===== src/rtl/spram_pkg.sv =====
// Shared types and helpers for the SPRAM initiator: power states, macro address width
// and the byte-enable to nibble write-mask expansion.
package spram_pkg;

   typedef enum logic [1:0] {ACTIVE, STBY, SLEEP, WAKE} pwr_state_t;

   localparam int SPRAM_AW = 14;

   // MASKWE is one bit per nibble; each byte enable covers two nibbles. {hi[3:0], lo[3:0]}
   function automatic logic [7:0] be2mask(input logic [3:0] be);
      return {be[3], be[3], be[2], be[2], be[1], be[1], be[0], be[0]};
   endfunction

endpackage


===== src/rtl/spram_pwr_fsm.sv =====
// SPRAM macro power sequencer: auto-standby after an idle run, software sleep,
// and a fixed wake-up delay before requests are accepted again.
module spram_pwr_fsm
   import spram_pkg::*;
#(
   parameter int IDLE_CYCLES = 64,
   parameter int WAKE_CYCLES = 3
) (
   input  logic clk,
   input  logic rst,
   input  logic req_valid,
   input  logic req_fire,
   input  logic sleep_req,
   output logic stdby,
   output logic sleep,
   output logic ready_en
);

   localparam int ICW = (IDLE_CYCLES > 1) ? $clog2(IDLE_CYCLES) : 1;
   localparam int WCW = (WAKE_CYCLES > 1) ? $clog2(WAKE_CYCLES) : 1;
   localparam logic [ICW-1:0] IDLE_LAST = ICW'((IDLE_CYCLES > 0) ? IDLE_CYCLES - 1 : 0);
   localparam logic [WCW-1:0] WAKE_LAST = WCW'((WAKE_CYCLES > 0) ? WAKE_CYCLES - 1 : 0);

   pwr_state_t     state, state_nx;
   logic [ICW-1:0] idle_cnt, idle_nx;
   logic [WCW-1:0] wake_cnt, wake_nx;

   always_ff @(posedge clk) begin
      if (rst) begin
         state    <= ACTIVE;
         idle_cnt <= '0;
         wake_cnt <= '0;
      end else begin
         state    <= state_nx;
         idle_cnt <= idle_nx;
         wake_cnt <= wake_nx;
      end
   end

   always_comb begin
      state_nx = state;
      idle_nx  = idle_cnt;
      wake_nx  = '0;
      case (state)
         ACTIVE: begin
            // an accepted request wins over sleep; sleep is taken on the next idle cycle
            if (req_fire) begin
               idle_nx = '0;
            end else if (sleep_req) begin
               state_nx = SLEEP;
               idle_nx  = '0;
            end else if (IDLE_CYCLES != 0) begin
               if (idle_cnt == IDLE_LAST) begin
                  state_nx = STBY;
                  idle_nx  = '0;
               end else begin
                  idle_nx = idle_cnt + 1'b1;
               end
            end
         end
         STBY:  if (req_valid || sleep_req) state_nx = WAKE;
         SLEEP: if (!sleep_req) state_nx = WAKE;
         WAKE: begin
            if (wake_cnt == WAKE_LAST) state_nx = sleep_req ? SLEEP : ACTIVE;
            else                       wake_nx  = wake_cnt + 1'b1;
         end
         default: state_nx = ACTIVE;
      endcase
   end

   assign stdby    = (state == STBY);
   assign sleep    = (state == SLEEP);
   assign ready_en = (state == ACTIVE);

endmodule


===== src/rtl/spram_ctrl.sv =====
// 32-bit valid/ready request port to BANKS pairs of iCE40UP 16Kx16 SPRAM macros,
// single-cycle issue, fixed 1-cycle read latency, with macro power management.
module spram_ctrl
   import spram_pkg::*;
#(
   parameter int BANKS       = 2,
   parameter int IDLE_CYCLES = 64,
   parameter int WAKE_CYCLES = 3
) (
   input  logic                                clk,
   input  logic                                rst,
   input  logic                                req_valid,
   output logic                                req_ready,
   input  logic                                req_we,
   input  logic [3:0]                          req_be,
   input  logic [SPRAM_AW+$clog2(BANKS)-1:0]   req_addr,
   input  logic [31:0]                         req_wdata,
   output logic                                rsp_valid,
   output logic [31:0]                         rsp_rdata,
   input  logic                                sleep_req,
   output logic [BANKS-1:0]                    spram_cs,
   output logic                                spram_we,
   output logic [SPRAM_AW-1:0]                 spram_ad,
   output logic [31:0]                         spram_di,
   output logic [3:0]                          spram_mask_lo,
   output logic [3:0]                          spram_mask_hi,
   input  logic [32*BANKS-1:0]                 spram_do,
   output logic                                spram_stdby,
   output logic                                spram_sleep,
   output logic                                spram_pwroff_n
);

   localparam int AW = SPRAM_AW + $clog2(BANKS);
   localparam int BW = (BANKS > 1) ? $clog2(BANKS) : 1;

   logic                   ready_en, req_fire, rd_fire, vld_q;
   logic [BW-1:0]          bank, bank_q;
   logic [7:0]             wmask;
   logic [BANKS-1:0][31:0] do_bank;
   logic [31:0]            do_sel, rdata_q;

   spram_pwr_fsm #(
      .IDLE_CYCLES(IDLE_CYCLES),
      .WAKE_CYCLES(WAKE_CYCLES)
   ) u_pwr (
      .clk       (clk),
      .rst       (rst),
      .req_valid (req_valid),
      .req_fire  (req_fire),
      .sleep_req (sleep_req),
      .stdby     (spram_stdby),
      .sleep     (spram_sleep),
      .ready_en  (ready_en)
   );

   assign req_ready = ready_en & ~rst;
   assign req_fire  = req_valid & req_ready;
   assign rd_fire   = req_fire & ~req_we;

   generate
      if (BANKS > 1) begin : g_bank
         assign bank = req_addr[AW-1:SPRAM_AW];
      end else begin : g_one
         assign bank = '0;
      end
   endgenerate

   always_comb begin
      spram_cs = '0;
      for (int b = 0; b < BANKS; b++) spram_cs[b] = req_fire && (bank == BW'(b));
   end

   // WE and masks are qualified by the accept so they idle low between requests
   assign spram_we       = req_fire & req_we;
   assign spram_ad       = req_addr[SPRAM_AW-1:0];
   assign spram_di       = req_wdata;
   assign wmask          = spram_we ? be2mask(req_be) : 8'h00;
   assign spram_mask_lo  = wmask[3:0];
   assign spram_mask_hi  = wmask[7:4];
   assign spram_pwroff_n = 1'b1;

   always_ff @(posedge clk) begin
      if (rst) begin
         vld_q   <= 1'b0;
         bank_q  <= '0;
         rdata_q <= '0;
      end else begin
         vld_q <= rd_fire;
         if (rd_fire)   bank_q  <= bank;
         if (rsp_valid) rdata_q <= do_sel;
      end
   end

   // macro DO is already registered, so the response is a mux of the captured bank
   assign do_bank   = spram_do;
   assign do_sel    = do_bank[bank_q];
   assign rsp_valid = vld_q & ~rst;
   assign rsp_rdata = rsp_valid ? do_sel : rdata_q;

endmodule


===== config.mk =====
export PLATFORM = sky130hd
export DESIGN_NAME = spram_ctrl
export DESIGN_NICKNAME = d
export VERILOG_FILES = /design/src/rtl/spram_pkg.sv /design/src/rtl/spram_pwr_fsm.sv /design/src/rtl/spram_ctrl.sv
export SDC_FILE = /design/constraint.sdc
export NUM_CORES = 1
export LEC_CHECK = 0
export CAP_MARGIN = 20
export CORE_MARGIN = 8
export CORE_UTILIZATION = 35
export DETAILED_ROUTE_END_ITERATION = 6
export GPL_ROUTABILITY_DRIVEN = 1
export PLACE_DENSITY = 0.84
export SLEW_MARGIN = 20
export SYNTH_ARGS = -nofsm -noshare
export SYNTH_HDL_FRONTEND = slang
export SYNTH_SLANG_ARGS = --single-unit

===== constraint.sdc =====
create_clock -name clk -period 4.92 [get_ports clk]
set_input_delay 0.738 -clock clk [delete_from_list [all_inputs] [get_ports clk]]
set_output_delay 0.738 -clock clk [all_outputs]
set_load 0.02 [all_outputs]

## Yosys cells after proc, flatten, opt, wreduce, memory -nomap -nowiden

Index checks and enable logic that the tools add are counted.
W data, S select, Z words.

- Memories kept: 0
- Memory bits (read-only): 0
- Bits in latches: 0
- Bits in writable memories: 0
- Bits of input ports: 120
- Register bits after elaboration: 44

- Muxes and demuxes: 15
- Reduce and logical (&&, ||, !) cells: 6
- Bitwise operators: 9
- $add $sub $neg: 2
- $mul: 0
- Divide/modulo/power cells: 0
- $lt $le $gt $ge: 1
- Shifts and indexed selects: 0
- Eq/ne operators: 10

Operators with widths:

| operator | number |
|---|---|
| $mux W32 | 3 |
| $mux W6 | 3 |
| $mux W2 | 7 |
| $mux W8 | 1 |
| $pmux W2 S4 | 1 |
| $add A6 B1 Y6 const B | 1 |
| $eq A2 B2 Y1 const B | 3 |
| $eq A6 B6 Y1 const B | 1 |
| $and A1 B1 Y1 | 5 |
| $reduce_and A5 Y1 | 1 |
| $ne A2 B1 Y1 const B | 2 |
| $ne A2 B2 Y1 const B | 2 |
| $not A1 Y1 | 4 |
| $ne A3 B2 Y1 const B | 1 |
| $reduce_or A3 Y1 | 1 |
| $add A2 B1 Y2 const B | 1 |
| $eq A2 B1 Y1 const B | 1 |
| $logic_and A1 B1 Y1 | 2 |
| $logic_not A2 Y1 | 1 |
| $lt A1 B2 Y1 const B | 1 |
| $logic_or A1 B1 Y1 | 1 |

## Logic depth before layout (Yosys ltp)

Gate-level depths: netlist of the first run.

- Depth in word-level cells: 5
- Mapped depth: 7

## Modules after synthesis

From an unflattened synthesis of the first run, not the netlist that was laid out.

- Cells, all modules: 317
- Area total of the unflattened synthesis: 3398.3 µm²

Modules (own cells, without submodules):

| module | area an instance (µm²) | times used | cells each | seq. area each (µm²) |
|---|---|---|---|---|
| spram_ctrl | 2826.5 | 1 | 250 | 680.7 |
| spram_pwr_fsm | 571.8 | 1 | 67 | 200.2 |

## Least setup slack after synthesis of the first run

OpenSTA, ideal clock, no wires.

- Path kind: input port to output port
- Start point: input port rst
- End point: output port rsp_rdata[14]
- Path slack: 2584 ps
- Required time: 4182 ps
- Buffers on the path: 2
- Cell stages on the path: 4
- Arrival time: 1598 ps
- Path through: nand2b_1 > buf_2 > buf_1 > o21ai_1

- Longest elaborated chain between the ends: 3

Ends and longest elaborated chain:

| item | RTL line | source |
|---|---|---|
| start, declared | spram_ctrl.sv:11 | `input logic rst,` |
| $not A1 Y1 | spram_ctrl.sv:97 | `assign rsp_valid = vld_q & ~rst;` |
| $and A1 B1 Y1 | spram_ctrl.sv:97 |  |
| $mux W32 | - |  |
| end, declared | spram_ctrl.sv:19 | `output logic [31:0] rsp_rdata,` |

Every way passes these cells.

## Worst setup path after layout of the first run

- Start point: input port req_valid
- End point: output port spram_mask_hi[0]

- Longest elaborated chain between the ends: 3

Ends and longest elaborated chain:

| item | RTL line | source |
|---|---|---|
| start, declared | spram_ctrl.sv:12 | `input logic req_valid,` |
| $and A1 B1 Y1 | spram_ctrl.sv:57 | `assign req_fire = req_valid & req_ready;` |
| $and A1 B1 Y1 | spram_ctrl.sv:74 | `assign spram_we = req_fire & req_we;` |
| $mux W8 | spram_ctrl.sv:77 | `assign wmask = spram_we ? be2mask(req_be) : 8'h00;` |
| end, declared | spram_ctrl.sv:26 | `output logic [3:0] spram_mask_hi,` |

Every way passes these cells.

==> results.md, run 1 <==
* Unrepaired setup endpoints after global routing: false
* Cell row count at 31
* Post-CTS Resized at 0
* Setup violations, final at 0
* Detailed router's first-iteration violation count at 56
* # diodes at 0
* Yosys warnings at 0
* Crit path DAT at 2430 ps
* Slew HR at 33.5%
* Power per Cell Area at 257 nW/µm²
* Required @ worst endpoint at 4180 ps
* IO Port Bufs at 120
* Die footprint at 10600 µm²
* Worst slew pin tran at 998 ps
* HP Class: reg2reg
* Critical path's largest stage delay at 620 ps
* Hold-critical path depth at 1
* Final net count at 504
* Clock latency on the worst-skew pair at 290 ps
* Worst path cell trace: clkdlybuf4s50_1, and3b_2, and3_1, clkdlybuf4s50_1
* Mapped cell area at 2640 µm²
* Initial antenna violation count at 0
* Fin util at 49.5%
* Postcts setup bufs at 0
* Wirelength per Cell at 14.6 µm
* DRT antenna net count at 0
* Post-cts hold buffer count at 0
* Largest fanout on the critical path at 7
* Top_reg_cell synth: dfxtp_1
* Reg2Reg Depth at 6
* Setup WS pre-CTS at 1740 ps
* MaxCap Viol Count at 0
* Vias at 2222
* Critical Path End Type: output port
* Vias in the first global route at 2310
* H-tree depth at 2
* Area growth syn-to-layout at 36.6%
* Sequential fraction of the synthesis area at 33.3%
* Initial core utilization at 36.2%
* Syn avg cell area at 8.36 µm²
* Static leakage at 0.00128 µW
* Post-synth EDFFs at 0
* Status: finished, final reports clean
* First-pass GRT wire length at 10.8 mm
* Max VDD drop at 121 µV
* Via/cell ratio at 4.66
* Share of cells above drive strength 1 at 3.97%
* Die span in y at 103 µm
* Critical path's slowest cell: clkdlybuf4s50_1
* Placer congestion estimate at 0.753
* Core ar. at 7290 µm²
* Worst path most repeated cell: clkdlybuf4s50_1
* Synthesized netlist cell count at 316
* Setup TNS Final at 0 ps
* Post-synthesis cell type count at 32
* Skew final at 5.07 ps
* CTS Buf Count at 5
* Finished Cell Area at 3610 µm²
* All-Layer GR Usage at 12.8%
* Crit share post-route at 64.4%
* Clock-pin slew on the worst setup and hold paths at 80 ps
* Final Hold Vio Count at 0
* Total power at 929 µW
* Startpoint types: input pin
* Final HPWL DP at 5.36 mm
* Clock sinks at 44
* Fill cells at 708
* Detailed Routing Iterations Pass 1 at 4
* Mapped Nets at 443
* Asr flop ratio synth at 0%
* F_max at 0.316 GHz
* CTS Buffer Depth at 2
* Final wirelength at 6.96 mm
* Worst setup slack after layout at 1750 ps
* I/O pin cnt at 214
* Final min period at 3170 ps
* CTS root buf: clkbuf_8
* Placed inst area at 3520 µm²
* Congestion Overflow GR at 0
* Remaining DRCs at 0
* Die width at 103 µm
* Largest net degree at the start of global routing at 66
* CTS tree: built
* Final Max Slew Viols at 0
* Seq cells post-synth at 44
* CP Class: in2out
[per-stage QoR]
step           hold slack, ps  cells
2_1_floorplan             392    316
3_3_place_gp              401    469
3_5_place_dp              416    469
4_1_cts                   428    477
5_1_grt                   442    477
6_report                  420    477
[cell type report]
class	instances	area [µm²]	area share [%]
multi-input cells	198	1280	35.4
repair buffers	122	1210	33.6
flip-flops and latches	44	882	24.4
well taps	99	124	3.43
clock buffers	8	90.1	2.50
inverters	6	22.5	0.624
[metal layers]
layer / wire length, µm / track usage, %
met1: 2630 / 12.9
met2: 3590 / 22.8
met3: 590 / 4.86
met4: 146 / 6.01
met5: 0 / 0
[cells in the final DEF (no fill, tap or decap), types with 2 or more instances in the layout]
cell type | synthesis | routed
nand3b_1 | 2 | 2
nor2_1 | 10 | 10
clkbuf_8 | 0 | 6
a21oi_1 | 12 | 12
buf_4 | 51 | 2
nand2_1 | 36 | 36
dfxtp_1 | 44 | 43
nor2b_1 | 32 | 32
nand2b_1 | 4 | 3
clkbuf_1 | 5 | 2
clkdlybuf4s50_1 | 0 | 119
and2_1 | 2 | 2
mux2_1 | 2 | 2
ha_1 | 7 | 7
nand4b_1 | 3 | 3
mux2i_1 | 32 | 32
inv_1 | 6 | 6
o21ai_0 | 5 | 5
and3_1 | 5 | 5
o21ai_1 | 32 | 32
nand3_1 | 4 | 4
[cells by family after synthesis]
kind of cell               share of synthesized area [%]
DFF                                                 33.3
AOI/OAI and AO/OA                                   11.1
muxes                                               13.0
adders and majority gates                           3.32
and+or+nand+nor                                     20.8
other                                              0.142
buffers and inverters                               18.3
[synth_stat cells (2+ instances only)]
library cell / instances / area [µm²]
o21ai_1: 32 / 160
a21oi_1: 12 / 60.1
ha_1: 7 / 87.6
nand4b_1: 3 / 26.3
inv_1: 6 / 22.5
nand2b_1: 4 / 25.0
and2_1: 2 / 12.5
nand3b_1: 2 / 15.0
buf_4: 51 / 383
mux2i_1: 32 / 320
nor2_1: 10 / 37.5
nand3_1: 4 / 20.0
mux2_1: 2 / 22.5
and3_1: 5 / 31.3
clkbuf_1: 5 / 18.8
buf_1: 5 / 18.8
nor2b_1: 32 / 200
nand2_1: 36 / 135
buf_2: 6 / 30.0
o21ai_0: 5 / 25.0
dfxtp_1: 44 / 881
[state kept, by name, summed over array words and instances, names as in the netlist]
| signal | flops |
|---|---|
| rdata_q | 32 |
| u_pwr.idle_cnt | 6 |
| u_pwr.state | 2 |
| u_pwr.wake_cnt | 2 |
| bank_q | 1 |
| vld_q | 1 |
[worst paths after layout]
path | from | to | slack, ps
worst min-delay path | u_pwr.wake_cnt[0] | u_pwr.wake_cnt[0] | 420
worst max-delay path | req_valid | spram_mask_hi[0] | 1750
worst min register to register | u_pwr.wake_cnt[0] | u_pwr.wake_cnt[0] | 420
worst max register to register | u_pwr.state[0] | u_pwr.state[1] | 2880
[critical path, delay by kind of cell]
| kind | cells | cell delay [ps] |
|---|---|---|
| buffers and inverters | 2 | 1200 |
| and+or+nand+nor | 2 | 490 |
[report_power, final]
| part | internal (µW) | switching, µW | total, µW |
|---|---|---|---|
| combinational | 163 | 148 | 311 |
| clock | 115 | 115 | 229 |
| sequential | 373 | 15.6 | 389 |
(Power assumes the default switching activity.)
==> run 2: changes to the inputs <==
Settings changed: CORE_UTILIZATION 35 to 30, PLACE_DENSITY 0.84 to 0.77.
Clock period 4.92 ns to 2.55 ns, I/O delays scaled along.
==> run 2 against run 1 <==
Against the previous run: global-route usage decreased by 1.1 points; combinational power is 100% higher; sequential power up 90%; largest cell class unchanged; via count rose by 0.63%; critical path type is now reg2out.
==> results.md, run 2 (synthesis gave the netlist of run 1 again) <==
* Status: finished, final reports clean
* All-Layer GR Usage at 11.7%
* Total power at 1780 µW
* Commonest non-fill, non-tap cell in the layout: clkdlybuf4s50_1
* Required @ worst endpoint at 2170 ps
* Die width at 110 µm
* Max VDD drop at 355 µV
* Power per Cell Area at 486 nW/µm²
* # diodes at 0
* MaxCap Viol Count at 0
* Share of cells above drive strength 1 at 5.48%
* CTS root buf: clkbuf_8
* HP Class: in2reg
* Initial core utilization at 30.6%
* Final wirelength at 7.16 mm
* Crit path DAT at 2000 ps
* Post-cts hold buffer count at 0
* Final net count at 510
* Top reg by flops: rdata_q
* Final Hold Vio Count at 0
* Post-CTS Resized at 0
* Fin util at 42.4%
* DRT antenna net count at 0
* Final HPWL DP at 5.79 mm
* Crit share post-route at 93.5%
* Remaining DRCs at 0
* Initial antenna violation count at 0
* Via/cell ratio at 4.55
* Cell row count at 34
* Largest net degree at the start of global routing at 43
* F_max at 0.419 GHz
* Unrepaired setup endpoints after global routing: false
* Wirelength per Cell at 14.6 µm
* Vias at 2236
* Congestion Overflow GR at 0
* Final min period at 2380 ps
* Max reg flops at 32
* Area growth syn-to-layout at 38.7%
* CTS tree: built
* Vias in the first global route at 2443
* CTS Buf Count at 5
* Final Max Slew Viols at 0
* Core ar. at 8640 µm²
* Detailed router's first-iteration violation count at 74
* Critical Path End Type: output port
* Startpoint types: flop
* Postcts setup bufs at 0
* Clock-pin slew on the worst setup and hold paths at 80 ps
* First-pass GRT wire length at 11.6 mm
* Die footprint at 12100 µm²
* I/O pin cnt at 214
* Largest regs: rdata_q: 32 flops, u_pwr.idle_cnt: 6 flops
* Placer congestion estimate at 0.741
* Setup TNS Final at 0 ps
* Setup violations, final at 0
* Commonest cells after routing, fill and taps aside: clkdlybuf4s50_1 (119), dfxtp_1 (43), nand2_1 (36)
* Die span in y at 110 µm
* IO Port Bufs at 120
* Clock sinks at 44
* Largest fanout on the critical path at 7
* Skew final at 4.07 ps
* H-tree depth at 2
* Detailed Routing Iterations Pass 1 at 4
* Clock latency on the worst-skew pair at 290 ps
* CTS Buffer Depth at 2
* CP Class: reg2out
* Static leakage at 0.00131 µW
-- run 2: cell types whose count changed in the layout (fill, tap and decap cells not counted), sizes merged --
cell	delta
buf	+6
clkbuf	-2
clkinv	+1
-- run 2: layout make-up --
| type | instances | area, µm² |
|---|---|---|
| fill | 882 | 4970 |
| multi-input combinational | 198 | 1280 |
| timing repair buffer | 128 | 1270 |
| sequential | 44 | 882 |
| tap | 108 | 135 |
| clock buffer | 6 | 72.6 |
| inverter | 6 | 22.5 |
| clock inverter | 1 | 5.00 |
-- run 2: worst paths after layout --
path	start	end	slack (ps)	depth (start not counted)
worst max register to register	u_pwr.state[0]	u_pwr.state[1]	680	6
worst min-delay path	rst	bank_q	320	2
worst max-delay path	u_pwr.state[0]	spram_mask_lo[3]	170	5
worst min register to register	u_pwr.wake_cnt[0]	u_pwr.wake_cnt[0]	420	1
-- run 2: layer usage --
layer	global-route usage, %	wire, µm	part of all wire [%]	vias to the layer above
met5	0	0	0	-
met4	2.89	53	0.74	0
met3	4.34	593	8.3	14
met2	21.7	3790	53	75
met1	12.0	2720	38	1009
li1	-	-	-	1138
-- run 2: stage by stage --
stage	area (µm²)	hold slack, ps	setup WS (ps)	instances
floorplan	2640	392	820	316
global placement	3590	402	236	484
detailed placement	3590	420	218	484
CTS	3660	303	135	491
global route	3660	320	34.5	491
finish	3660	317	166	491
-- run 2: critical path, stage by stage, from the launching register on --
cell and delay (ps):
dfxtp_1 330, inv_1 130, ha_1 180, and3b_2 250, and3_1 200, clkdlybuf4s50_1 610
-- run 2: where the power goes --
group	switching, µW	internal [µW]
logic	302	328
clock network	226	187
registers	17.1	720
total	545	1240
==> run 3: changes to the inputs <==
Settings changed: ABC_AREA set to 1, GPL_ROUTABILITY_DRIVEN 1 to 0.
==> run 3 against run 2 <==
Against the previous run: synthesized area down 1.0%; sequential power up 6.4%; first-iteration DRC count up 26%; cell count up 15%; critical endpoint is now spram_cs[0]; critical path depth up 1.
==> results.md, run 3 <==
* Final HPWL DP at 5.80 mm
* Die width at 109 µm
* Setup TNS Final at 0 ps
* CTS Buf Count at 5
* Top_reg_cell synth: dfxtp_1
* Setup violations, final at 0
* Final Non-Filler Cells at 563
* Seq cells post-synth at 44
* Vias in the first global route at 2535
* Post-cts hold buffer count at 0
* Max reg flops at 32
* Setup WS pre-CTS at -70.2 ps
* Top reg by flops: rdata_q
* Min-delay src: u_pwr.wake_cnt[0]
* Max VDD drop at 450 µV
* CP Launch Point: rst
* Final net count at 581
* Syn avg cell area at 6.90 µm²
* HP Class: reg2reg
* Crit path DAT at 2000 ps
* Most common cell in the synthesized netlist: nand2_1
* Mapped cell area at 2610 µm²
* Final Max Slew Viols at 0
* Synth area leader: dfxtp_1
* Critical path's largest stage delay at 610 ps
* Cells after DPL at 555
* Die footprint at 12000 µm²
* Synth cell count leaders: nand2_1 (92), nor2_1 (54), buf_4 (53)
* Area growth syn-to-layout at 43.4%
* Sequential fraction of the synthesis area at 33.7%
* Worst setup slack after layout at 171 ps
* Commonest cells after routing, fill and taps aside: nand2_1 (92), clkdlybuf4s50_1 (80), nor2_1 (54)
* Asr flop ratio synth at 0%
* Largest fanout on the critical path at 5
* MaxCap Viol Count at 0
* Post-synth EDFFs at 0
* Worst R2R Start: u_pwr.state[1]
* Required @ worst endpoint at 2170 ps
* Clock-pin slew on the worst setup and hold paths at 80 ps
* Worst path most repeated cell: clkdlybuf4s50_1
* WHS at 417 ps
* First-pass GRT wire length at 11.9 mm
* Die span in y at 109 µm
* Status: finished, final reports clean
* Unrepaired setup endpoints after global routing: false
* Initial antenna violation count at 0
* Vias at 2578
* Commonest non-fill, non-tap cell in the layout: nand2_1
* DRT antenna net count at 0
* Largest regs: rdata_q: 32 flops, u_pwr.idle_cnt: 6 flops
* Skew final at 2.67 ps
* Core ar. at 8590 µm²
* Detailed router's first-iteration violation count at 93
* Startpoint types: input pin
* CTS tree: built
* Postcts setup bufs at 0
* Crit share post-route at 93.3%
* All-Layer GR Usage at 12.0%
* Power per Cell Area at 551 nW/µm²
* Clock sinks at 44
* Post-synthesis cell type count at 18
* Wirelength per Cell at 13.5 µm
* Synth top area share at 33.7%
* Clock latency on the worst-skew pair at 290 ps
* Synthesized netlist cell count at 379
* Cell row count at 34
* CTS root buf: clkbuf_8
* Initial core utilization at 30.4%
* Final wirelength at 7.60 mm
* Dominant cells by area after synthesis: dfxtp_1 (34%), buf_4 (15%), nand2_1 (13%)
* Critical path's slowest cell: clkdlybuf4s50_1
* Static leakage at 0.00198 µW
* Share of cells above drive strength 1 at 5.93%
* Worst path cell trace: clkdlybuf4s50_1, inv_1, nand3_1, buf_4, nor2_1, clkdlybuf4s50_1
* Via/cell ratio at 4.58
* IO Port Bufs at 120
* Remaining DRCs at 0
* Yosys warnings at 0
* Mapped Nets at 506
* H-tree depth at 2
* # diodes at 0
* Critical Path End Type: output port
* Final min period at 2380 ps
* Detailed Routing Iterations Pass 1 at 4
* F_max at 0.420 GHz
* CP Class: in2out
* Final Hold Vio Count at 0
* Congestion Overflow GR at 0
* I/O pin cnt at 214
* Largest net degree at the start of global routing at 40
* CTS Buffer Depth at 2
run 3: cell count changes after synthesis, moves of 32 or more:
cell | before | now
nand2_1 | 36 | 92
nor2_1 | 10 | 54
a31oi_1 | 0 | 32
mux2i_1 | 32 | 0
nor2b_1 | 32 | 0
o21ai_1 | 32 | 0
run 3: power breakdown:
group | switching, µW | total [µW] | internal, µW
Sequential | 39.6 | 785 | 745
Clock | 240 | 457 | 217
Combinational | 441 | 823 | 382
run 3: routing by layer:
layer	track usage, %	part of all wire, %
met2	21.0	48
met4	3.95	1.4
met5	0	0
met1	13.4	42
met3	4.16	8.7
run 3: area by class of cell:
type	instances	area, µm²
Sequential cell	44	882
Inverter	24	90.1
Clock buffer	6	82.6
Clock inverter	2	10.0
Fill cell	878	4850
Multi-Input combinational cell	242	1170
Timing Repair Buffer	137	1380
Tap cell	108	135
run 3: logic make-up after synthesis:
family,Yosys count,share of synthesized area [%]
AND/OR/NAND/NOR,187,30.4
buffers and inverters,93,21.6
AO/OA/AOI/OAI,47,10.7
flip-flops,44,33.7
adder cells (fa/ha/maj),7,3.35
other,1,0.143
run 3: worst max-delay path, delay by kind of cell:
kind	cells	cell delay (ps)
buffers and inverters	4	1410
AND/OR/NAND/NOR	2	200
run 3: final timing paths:
| check | endpoint | slack (ps) | cells past startpoint |
|---|---|---|---|
| max | spram_cs[0] | 170 | 6 |
| min | u_pwr.wake_cnt[0] | 420 | 1 |
| max reg2reg | u_pwr.state[0] | 920 | 9 |
| min reg2reg | u_pwr.wake_cnt[0] | 420 | 1 |
run 3: per-stage QoR:
step	cell area (µm²)	total power, µW	util (%)
final	3750	2060	43.6
after global routing	3750	2230	43.6
after CTS	3700	2110	43.1
after detailed placement	3630	1660	42.3
after global placement	3630	1640	42.3
after floorplan	2610	1370	-
run 3: timing repair:
action / 4_1_cts / 5_1_grt
hold endpoints to repair: 0 / 0
resized for setup: 22 / 19
setup endpoints to repair: 23 / 19
